[config.mk]
export PLATFORM = sky130hd
export DESIGN_NAME = config_frame_sequencer
export DESIGN_NICKNAME = d
export VERILOG_FILES = /design/src/rtl/config_frame_sequencer.sv
export SDC_FILE = /design/constraint.sdc
export NUM_CORES = 1
export LEC_CHECK = 0
export ABC_AREA = 1
export CAP_MARGIN = 20
export CORE_MARGIN = 5
export CORE_UTILIZATION = 46
export CTS_CLUSTER_DIAMETER = 40
export CTS_CLUSTER_SIZE = 16
export DETAILED_ROUTE_END_ITERATION = 10
export GPL_ROUTABILITY_DRIVEN = 0
export GPL_TIMING_DRIVEN = 0
export MAX_ROUTING_LAYER = met4
export PLACE_DENSITY = 0.79
export REMOVE_ABC_BUFFERS = 1
export SLEW_MARGIN = 20
export SYNTH_ARGS = -nofsm -noshare
export SYNTH_HDL_FRONTEND = slang
export SYNTH_SLANG_ARGS = --single-unit
[constraint.sdc]
create_clock -name CLK -period 1.9 [get_ports CLK]
set_input_delay 0.38 -clock CLK [delete_from_list [all_inputs] [get_ports CLK]]
set_output_delay 0.38 -clock CLK [all_outputs]
set_load 0.005 [all_outputs]
[src/rtl/config_frame_sequencer.sv]
// config_frame_sequencer
// Turns the serial configuration word stream into fabric row writes.
// Frame format: sync word, header word (column / frame address), then
// NUM_ROWS data words. Each data word is re-issued as a registered row write;
// the completed frame is committed into the columns with LongFrameStrobe.
//
// Optional feature macro: CFG_FRAME_CHECK_EN
//   Each frame carries a trailing checksum word equal to the XOR of the header
//   and all data words. The commit is issued only when the checksum matches;
//   a mismatch sets the sticky ErrorFlag instead.
module config_frame_sequencer #(
  parameter int NUM_ROWS  = 16,
  parameter int NUM_COLS  = 16,
  parameter int ROW_SEL_W = 5
) (
  input  logic                 CLK,
  input  logic                 resetn,
  input  logic [31:0]          ConfigWriteData,
  input  logic                 ConfigWriteStrobe,
  output logic [31:0]          RowData,
  output logic [ROW_SEL_W-1:0] RowSelect,
  output logic                 RowWriteStrobe,
  output logic [31:0]          FrameAddressRegister,
  output logic                 LongFrameStrobe,
  output logic                 Active,
  output logic                 ErrorFlag
);

  localparam logic [31:0]          SYNC_WORD   = 32'hFAB0_FAB1;
  localparam logic [31:0]          DESYNC_WORD = 32'hFAB0_FAB0;
  localparam logic [31:0]          COL_LIMIT   = NUM_COLS;
  localparam logic [ROW_SEL_W-1:0] LAST_ROW    = ROW_SEL_W'(NUM_ROWS - 1);

`ifdef CFG_FRAME_CHECK_EN
  typedef enum logic [1:0] {IDLE, HEADER, DATA, CHECK} state_t;
`else
  typedef enum logic [1:0] {IDLE, HEADER, DATA} state_t;
`endif

  state_t                 state;
  logic [ROW_SEL_W-1:0]   row_cnt;
  logic                   frame_bad;   // current frame addresses a non-existent column
  logic                   col_bad;
`ifdef CFG_FRAME_CHECK_EN
  logic [31:0]            chk_acc;     // running XOR of header and data words
`endif

  // Column index of the incoming word, checked when it is taken as a header.
  assign col_bad = ({24'd0, ConfigWriteData[31:24]} >= COL_LIMIT);

  // Frame sequencer: state, row counter and all registered outputs.
  always_ff @(posedge CLK or negedge resetn) begin
    if (!resetn) begin
      state                <= IDLE;
      row_cnt              <= '0;
      frame_bad            <= 1'b0;
      RowData              <= '0;
      RowSelect            <= '0;
      RowWriteStrobe       <= 1'b0;
      FrameAddressRegister <= '0;
      LongFrameStrobe      <= 1'b0;
      Active               <= 1'b0;
      ErrorFlag            <= 1'b0;
`ifdef CFG_FRAME_CHECK_EN
      chk_acc              <= '0;
`endif
    end else begin
      // NOTE: every register here uses <= so all reads in this block see the
      // pre-edge values; the strobes default low so each is a one-cycle pulse.
      RowWriteStrobe  <= 1'b0;
      LongFrameStrobe <= 1'b0;

      if (ConfigWriteStrobe) begin
        case (state)
          IDLE: begin
            if (ConfigWriteData == SYNC_WORD) begin
              state  <= HEADER;
              Active <= 1'b1;
            end
          end

          HEADER: begin
            if (ConfigWriteData == DESYNC_WORD) begin
              state  <= IDLE;
              Active <= 1'b0;
            end else begin
              FrameAddressRegister <= ConfigWriteData;
              row_cnt              <= '0;
              frame_bad            <= col_bad;
              if (col_bad) ErrorFlag <= 1'b1;
`ifdef CFG_FRAME_CHECK_EN
              chk_acc              <= ConfigWriteData;
`endif
              state                <= DATA;
            end
          end

          DATA: begin
            // Sync/desync values are ordinary data here.
            RowData        <= ConfigWriteData;
            RowSelect      <= row_cnt;
            RowWriteStrobe <= !frame_bad;
`ifdef CFG_FRAME_CHECK_EN
            chk_acc        <= chk_acc ^ ConfigWriteData;
`endif
            if (row_cnt == LAST_ROW) begin
              // Counter holds at the last row; only a header clears it.
`ifdef CFG_FRAME_CHECK_EN
              state           <= CHECK;
`else
              state           <= HEADER;
              LongFrameStrobe <= !frame_bad;
`endif
            end else begin
              row_cnt <= row_cnt + ROW_SEL_W'(1);
            end
          end

`ifdef CFG_FRAME_CHECK_EN
          CHECK: begin
            state <= HEADER;
            if (ConfigWriteData == chk_acc) begin
              LongFrameStrobe <= !frame_bad;
            end else begin
              ErrorFlag <= 1'b1;
            end
          end
`endif

          default: begin
            state  <= IDLE;
            Active <= 1'b0;
          end
        endcase
      end
    end
  end

endmodule

==> reports/qor.log, run 1 <==
[clock_network] Max Buffers Root-to-Sink 2
[synthesis] sequential area share after synthesis 60.4%
[floorplan] placeable core region 7180 um2
[sta] final cycle utilization of the critical path 93.3%
[grt] sum of overflow across all layers after global routing 0
[synthesis] async set-reset flop share out of synthesis 100%
[grt] pin count of the biggest net entering global routing 64
[detailed_routing] remaining antenna violation count after routing 0
[finish] cell area after layout 4720 um2
[critical_path] CP Data Arrival Time 1990 ps
[finish] Final #Nets 523
[finish] # diodes 0
[sta] tightest hold margin 476 ps
[synthesis] total standard cell area after synthesis 3360 um2
[placement] DP Cell Count 569
[synthesis] Synth Instances 375
[hold_path] type of the tightest min-delay check reg -> reg
[clock_network] clock tree from TritonCTS yes
[power] Pwr Density 1430 nW/um2
[grt] vias in the first global route 2781
[floorplan] std cell rows 31
[critical_path] type of origin of the critical path primary input
[critical_path] maximum fanout along the worst path 28
[floorplan] overall die area 9100 um2
[clock_network] clock insertion delay at the later pin of the skew report 340 ps
[power] standby leakage power 2.29 nW
[detailed_routing] first-pass detailed-route iteration total 4
[detailed_routing] post-detailed-route DRC marker count 0
[sta] setup repair after global routing missed its margin no
[sta] final worst path period need 1770 ps
[detailed_routing] total number of vias 2787
[grt] initial antenna violation count 0
[critical_path] critical path start-end classification in -> reg
[critical_path] Required @ worst endpoint 2120 ps
[grt] global-route wire length before repair 13400 um
[clock_network] Sink Count 81
[finish] most frequent cells in the layout nand2_1 (165), clkdlybuf4s50_1 (106), dfrtp_1 (81), inv_1 (25), o21ai_0 (23)
[clock_network] clock input transition at the sequential cells of the worst setup and hold paths 70 ps
[synthesis] Ys Warns 0
[sta] slew of the pin with the lowest slew margin 566 ps
[detailed_routing] via density per instance 4.73
[finish] final cell utilization of the core 65.7%
[synthesis] register bit count reported by yosys 81
[floorplan] die width 95.4 um
[placement] total cell area at the placement stage 4480 um2
[outcome] result of the run finished, final reports clean
[sta] final worst clock skew 5.16 ps
[synthesis] Cell variety after synth 23
[synthesis] top post-synthesis cells by area dfrtp_1 (60%), nand2_1 (19%), o21ai_0 (3.4%)
[synthesis] proportion of netlist area held by the largest area contributor 60.4%
[finish] area grow syn2layout 40.5%
[sta] Max transition margin 62.2%
[detailed_routing] initial drt markers 87
[power] VDD IR max 0.694 mV
[floorplan] initial cell density of the core 46.8%
[placement] post-detail-place hpwl 5660 um
[sta] summed negative setup slack over all endpoints 0 ps
[placement] count of input and output buffers 107
[detailed_routing] mean routed wirelength per cell 14.0 um
[grt] overall global routing resource usage 19.8%
[sta] Final Max Tran Viols 0
[synthesis] leading area contributor after synthesis dfrtp_1
[synthesis] Top FF cell, synth dfrtp_1
[floorplan] height of the chip 95.4 um
[synthesis] Post-synth EDFFs 0
[job] max cap viols 0
[finish] proportion of layout cells with a drive suffix above 1 9.59%
[sta] final number of hold-violating endpoints 0
[finish] most common cell after layout, fill and taps aside nand2_1
[clock_network] clock root cell clkbuf_8
[critical_path] critical path capture point type flop
[finish] final instance count without filler cells 589
[clock_network] number of H-tree levels 3
[floorplan] number of primary I/O pins 108
[sta] Fmax 564 MHz
[synthesis] average footprint of a synthesized cell 8.95 um2
[sta] Setup violations, final 0
[clock_network] number of buffers added by the clock tree synthesis step 9
[detailed_routing] Total Wirelength 8240 um
==> final cells by class <==
| type | instances | area [um2] |
|---|---|---|
| timing repair inverter | 1 | 8.76 |
| fill | 594 | 2460 |
| multi-input combinational | 250 | 1120 |
| clock buffer | 12 | 165 |
| inverter | 31 | 131 |
| timing repair buffer | 112 | 1130 |
| tap | 99 | 124 |
| clock inverter | 3 | 15.0 |
| sequential | 81 | 2030 |
==> synthesized netlist by cell type, types with 3 or more instances <==
library cell    n
buf_2           3
nand2_1       167
inv_2           5
o21ai_0        23
inv_1          25
nor2_1         17
dfrtp_1        81
buf_6           4
o21ai_2        13
o21ai_1        11
nand3_1         6
clkbuf_1        5
==> flip-flops by register name, summed over array words and instances (netlist names) <==
register,flops
FrameAddressRegister,32
RowData,32
RowSelect,5
row_cnt,5
state,2
Active,1
ErrorFlag,1
LongFrameStrobe,1
RowWriteStrobe,1
frame_bad,1
==> power by group <==
part / switching (W) / total, W / internal, W
clock network: 0.000571 / 0.00114 / 0.000568
registers: 0.000403 / 0.00283 / 0.00243
logic: 0.00120 / 0.00277 / 0.00157
total: 0.00218 / 0.00674 / 0.00457
==> final timing paths <==
kind	from	endpoint	slack (ps)	depth (start not counted)
worst max-delay path	ConfigWriteData[24]	FrameAddressRegister[29]	130	12
worst min-delay path	RowData[21]	RowData[21]	480	2
worst max register to register	row_cnt[0]	row_cnt[0]	190	10
worst min register to register	RowData[21]	RowData[21]	480	2
max in group asynchronous	resetn	row_cnt[2]	790	3
min in group asynchronous	resetn	RowData[25]	520	2
==> timing repair <==
action / CTS / global route
gates cloned: 0 / 1
buffers inserted: 3 / 0
endpoints found under the hold margin: 28 / 0
pin swaps: 2 / 1
endpoints found under the setup margin: 40 / 12
gates resized for setup: 1 / 3
hold buffers: 1 / 0
==> metrics by stage <==
step | worst slack (ps) | total power (W)
after floorplan | 375 | 0.00384
after global routing | 4.17 | 0.00726
after global placement | -2370 | 0.00548
after CTS | 53.9 | 0.00679
final | 127 | 0.00674
after detailed placement | -644 | 0.00561
==> cells by family after synthesis <==
family	count (synthesis)	share of synthesized area [%]
AO/OA/AOI/OAI	50	8.95
XOR/XNOR	1	0.261
adder cells (fa/ha/maj)	2	0.746
buffers and inverters	44	6.49
flip-flops	81	60.4
AND/OR/NAND/NOR	197	23.2
==> per-layer routing <==
metal  vias up  GRT usage, %  wire, um
met5         -             -         0
met4         0          7.70       112
met3        10          3.95       440
met2        88          31.0      3960
met1      1305          25.5      3720
li1       1384             -         -
==> worst max-delay path: stages <==
cell and delay [ps]:
clkdlybuf4s50_1 470, inv_1 60, nand2_1 60, nor2_1 50
nand2_1 70, nor2_2 50, nand2_1 90, nand2_2 90
nor2_4 270, clkinv_8 210, nand2_1 130, o21ai_2 60
No activity file was read; power rests on OpenSTA's default activity.
==> run 2, diff against run 1 <==
--- a/config.mk
+++ b/config.mk
@@ -7,7 +7,6 @@
 export LEC_CHECK = 0
 export ABC_AREA = 1
 export CAP_MARGIN = 20
-export CORE_MARGIN = 5
 export CORE_UTILIZATION = 46
 export CTS_CLUSTER_DIAMETER = 40
 export CTS_CLUSTER_SIZE = 16
@@ -17,6 +16,7 @@
 export MAX_ROUTING_LAYER = met4
 export PLACE_DENSITY = 0.79
 export REMOVE_ABC_BUFFERS = 1
+export SKIP_CTS_REPAIR_TIMING = 1
 export SLEW_MARGIN = 20
 export SYNTH_ARGS = -nofsm -noshare
 export SYNTH_HDL_FRONTEND = slang
==> constraint.sdc (replaced) <==
create_clock -name CLK -period 1.8 [get_ports CLK]
set_input_delay 0.36 -clock CLK [delete_from_list [all_inputs] [get_ports CLK]]
set_output_delay 0.36 -clock CLK [all_outputs]
set_load 0.005 [all_outputs]
==> run 2 against run 1 <==
  * Register-to-register slack about the same
  * Clock skew up 1.9 ps
  * Non-clock buffer count up 5
  * Die area down 16%
  * Critical path depth unchanged
  * Total power up 8.0%
  * Worst hold slack worse by 110 ps
  * Design area up 2.0%
  * Utilization up 3.9 points
  * Combinational power up 7.6%
  * Routed wire length down 2.8%
  * Via count up 1.1%
  * Critical path type unchanged
  * Critical endpoint is now FrameAddressRegister[11]
  * Largest power group unchanged
==> reports/qor.log, run 2 (same netlist as run 1, synthesis figures left out) <==
[sta] Final Max Tran Viols 0 [unchanged]
[clock_network] number of H-tree levels 3 [unchanged]
[sta] final worst clock skew 7.05 ps [+1.89 ps]
[placement] post-detail-place hpwl 5210 um [-7.9%]
[sta] setup repair after global routing missed its margin no
[detailed_routing] total number of vias 2818 [+1.1%]
[clock_network] clock tree from TritonCTS yes
[sta] Setup violations, final 0 [unchanged]
[clock_network] Max Buffers Root-to-Sink 2 [unchanged]
[detailed_routing] mean routed wirelength per cell 13.5 um [-3.4%]
[grt] overall global routing resource usage 22.0% [+2.2 points]
[detailed_routing] via density per instance 4.75 [+0.43%]
[floorplan] initial cell density of the core 48.6% [+1.8 points]
[finish] most common cell after layout, fill and taps aside nand2_1
[detailed_routing] post-detailed-route DRC marker count 0 [unchanged]
[placement] DP Cell Count 566 [-0.53%]
[finish] Final #Nets 529 [+1.1%]
[clock_network] clock input transition at the sequential cells of the worst setup and hold paths 80 ps [about the same]
[critical_path] type of origin of the critical path primary input
[critical_path] critical path capture point type flop
[power] VDD IR max 0.888 mV [+28%]
[grt] vias in the first global route 2635 [-5.2%]
[power] Pwr Density 1510 nW/um2 [+5.9%]
[finish] cell area after layout 4810 um2 [+2.0%]
[critical_path] maximum fanout along the worst path 4 [-86%]
[finish] Top Registers FrameAddressRegister: 32 flops, RowData: 32 flops
[power] clock network fraction of design power 17.9% [+1.0 points]
[outcome] result of the run finished, final reports clean
[power] post-layout total power 0.00728 W [+8.0%]
[floorplan] number of primary I/O pins 108 [unchanged]
[sta] final worst path period need 1690 ps
[placement] count of input and output buffers 107 [unchanged]
[finish] final instance count without filler cells 593 [+0.68%]
[floorplan] overall die area 7640 um2 [-16%]
[finish] proportion of layout cells with a drive suffix above 1 11.3% [+1.7 points]
[grt] initial antenna violation count 0 [unchanged]
[detailed_routing] first-pass detailed-route iteration total 5 [+1]
[finish] # diodes 0 [unchanged]
[critical_path] Required @ worst endpoint 2030 ps [-90 ps]
[sta] Fmax 590 MHz
[grt] pin count of the biggest net entering global routing 64 [unchanged]
[power] standby leakage power 2.33 nW [+2.0%]
[clock_network] clock root cell clkbuf_8
[power] net switching power figure 0.00234 W [+7.5%]
[clock_network] clock insertion delay at the later pin of the skew report 340 ps [about the same]
[sta] Max transition margin 60.6% [-1.6 points]
[floorplan] std cell rows 30 [-3.2%]
[sta] slew of the pin with the lowest slew margin 591 ps [+24.5 ps]
[power] Seq pwr share 41.2% [-0.8 points]
[finish] area grow syn2layout 43.3%
[clock_network] Sink Count 81 [unchanged]
[floorplan] height of the chip 87.4 um [-8.4%]
[floorplan] die width 87.4 um [-8.4%]
[sta] final number of hold-violating endpoints 0 [unchanged]
[grt] sum of overflow across all layers after global routing 0 [unchanged]
[floorplan] placeable core region 6910 um2 [-3.7%]
[power] switching power as a share of total power 32.1% [-0.15 points]
[placement] total cell area at the placement stage 4480 um2 [about the same]
[detailed_routing] remaining antenna violation count after routing 0 [unchanged]
[sta] final cycle utilization of the critical path 94.1%
[power] Logic pwr share 40.9% [-0.2 points]
[detailed_routing] initial drt markers 167 [+92%]
[job] max cap viols 0 [unchanged]
[detailed_routing] Total Wirelength 8010 um [-2.8%]
[critical_path] critical path start-end classification in -> reg
[critical_path] CP Data Arrival Time 1930 ps [-60 ps]
[power] Internal Pwr Total 0.00494 W [+8.3%]
[finish] most frequent cells in the layout nand2_1 (164), clkdlybuf4s50_1 (105), dfrtp_1 (81), inv_1 (25), o21ai_0 (22)
[clock_network] number of buffers added by the clock tree synthesis step 9 [unchanged]
[grt] global-route wire length before repair 12400 um [-7.9%]
[hold_path] type of the tightest min-delay check in -> reg
[run 2: layout make-up]
type / instances / area [um2]
clock buffers: 11 / 141
clock inverters: 5 / 55.1
fillers: 585 / 2100
inverters: 31 / 131
multi-input cells: 250 / 1120
flip-flops and latches: 81 / 2030
well taps: 96 / 120
repair buffers: 117 / 1180
repair inverters: 2 / 28.8
[run 2: path summary, 6_finish.rpt]
| check | startpoint | endpoint | slack (ps) | depth (start not counted) |
|---|---|---|---|---|
| worst max-delay path | ConfigWriteData[27] | FrameAddressRegister[11] | 110 | 12 |
| worst min-delay path | ConfigWriteData[31] | FrameAddressRegister[31] | 360 | 3 |
| worst max register to register | row_cnt[0] | row_cnt[1] | 190 | 10 |
| worst min register to register | frame_bad | RowWriteStrobe | 470 | 1 |
| max in group asynchronous | resetn | FrameAddressRegister[14] | 710 | 3 |
| min in group asynchronous | resetn | FrameAddressRegister[24] | 500 | 2 |
[run 2: metal layers]
| layer | share of wire (%) | wire [um] | GRT usage [%] |
|---|---|---|---|
| met1 | 46 | 3690 | 28.6 |
| met5 | 0 | 0 | - |
| met3 | 6.3 | 508 | 3.79 |
| met4 | 1.2 | 100 | 9.24 |
| met2 | 46 | 3710 | 34.4 |
[run 2: stage by stage]
step	hold slack (ps)	setup slack (ps)	util, %	setup TNS [ps]
CTS	-49.7	-314	67.7	-11680
global route	371	14.6	69.6	0
finish	362	106	69.6	0
detailed placement	326	-660	64.8	-38800
floorplan	64.4	275	-	0
global placement	445	-2440	64.5	-234140
[run 2: power by group through the flow]
| stage | Sequential, W | Clock (W) | Combinational, W |
|---|---|---|---|
| after global placement | 0.00299 | 0 | 0.00277 |
| after floorplan | 0.00304 | 0 | 0.00101 |
| after detailed placement | 0.00301 | 0 | 0.00287 |
| after CTS | 0.00300 | 0.00134 | 0.00288 |
| after global routing | 0.00308 | 0.00141 | 0.00328 |
| final | 0.00300 | 0.00130 | 0.00298 |
[run 2: critical path, cell delays in order]
cell	delay [ps]
clkdlybuf4s50_1	490
nand2_1	80
nor2_2	120
nand2_1	70
nor2_2	170
nand2_2	90
nand2_2	100
nor2_4	60
buf_4	150
buf_4	150
nand2_1	50
nand2_1	50
==> run 3, diff against run 2 <==
--- a/config.mk
+++ b/config.mk
@@ -21,3 +21,4 @@
 export SYNTH_ARGS = -nofsm -noshare
 export SYNTH_HDL_FRONTEND = slang
 export SYNTH_SLANG_ARGS = --single-unit
+export TNS_END_PERCENT = 100
==> results of run 3 <==
Final layout, timing and power as in run 2 (identical DEF).
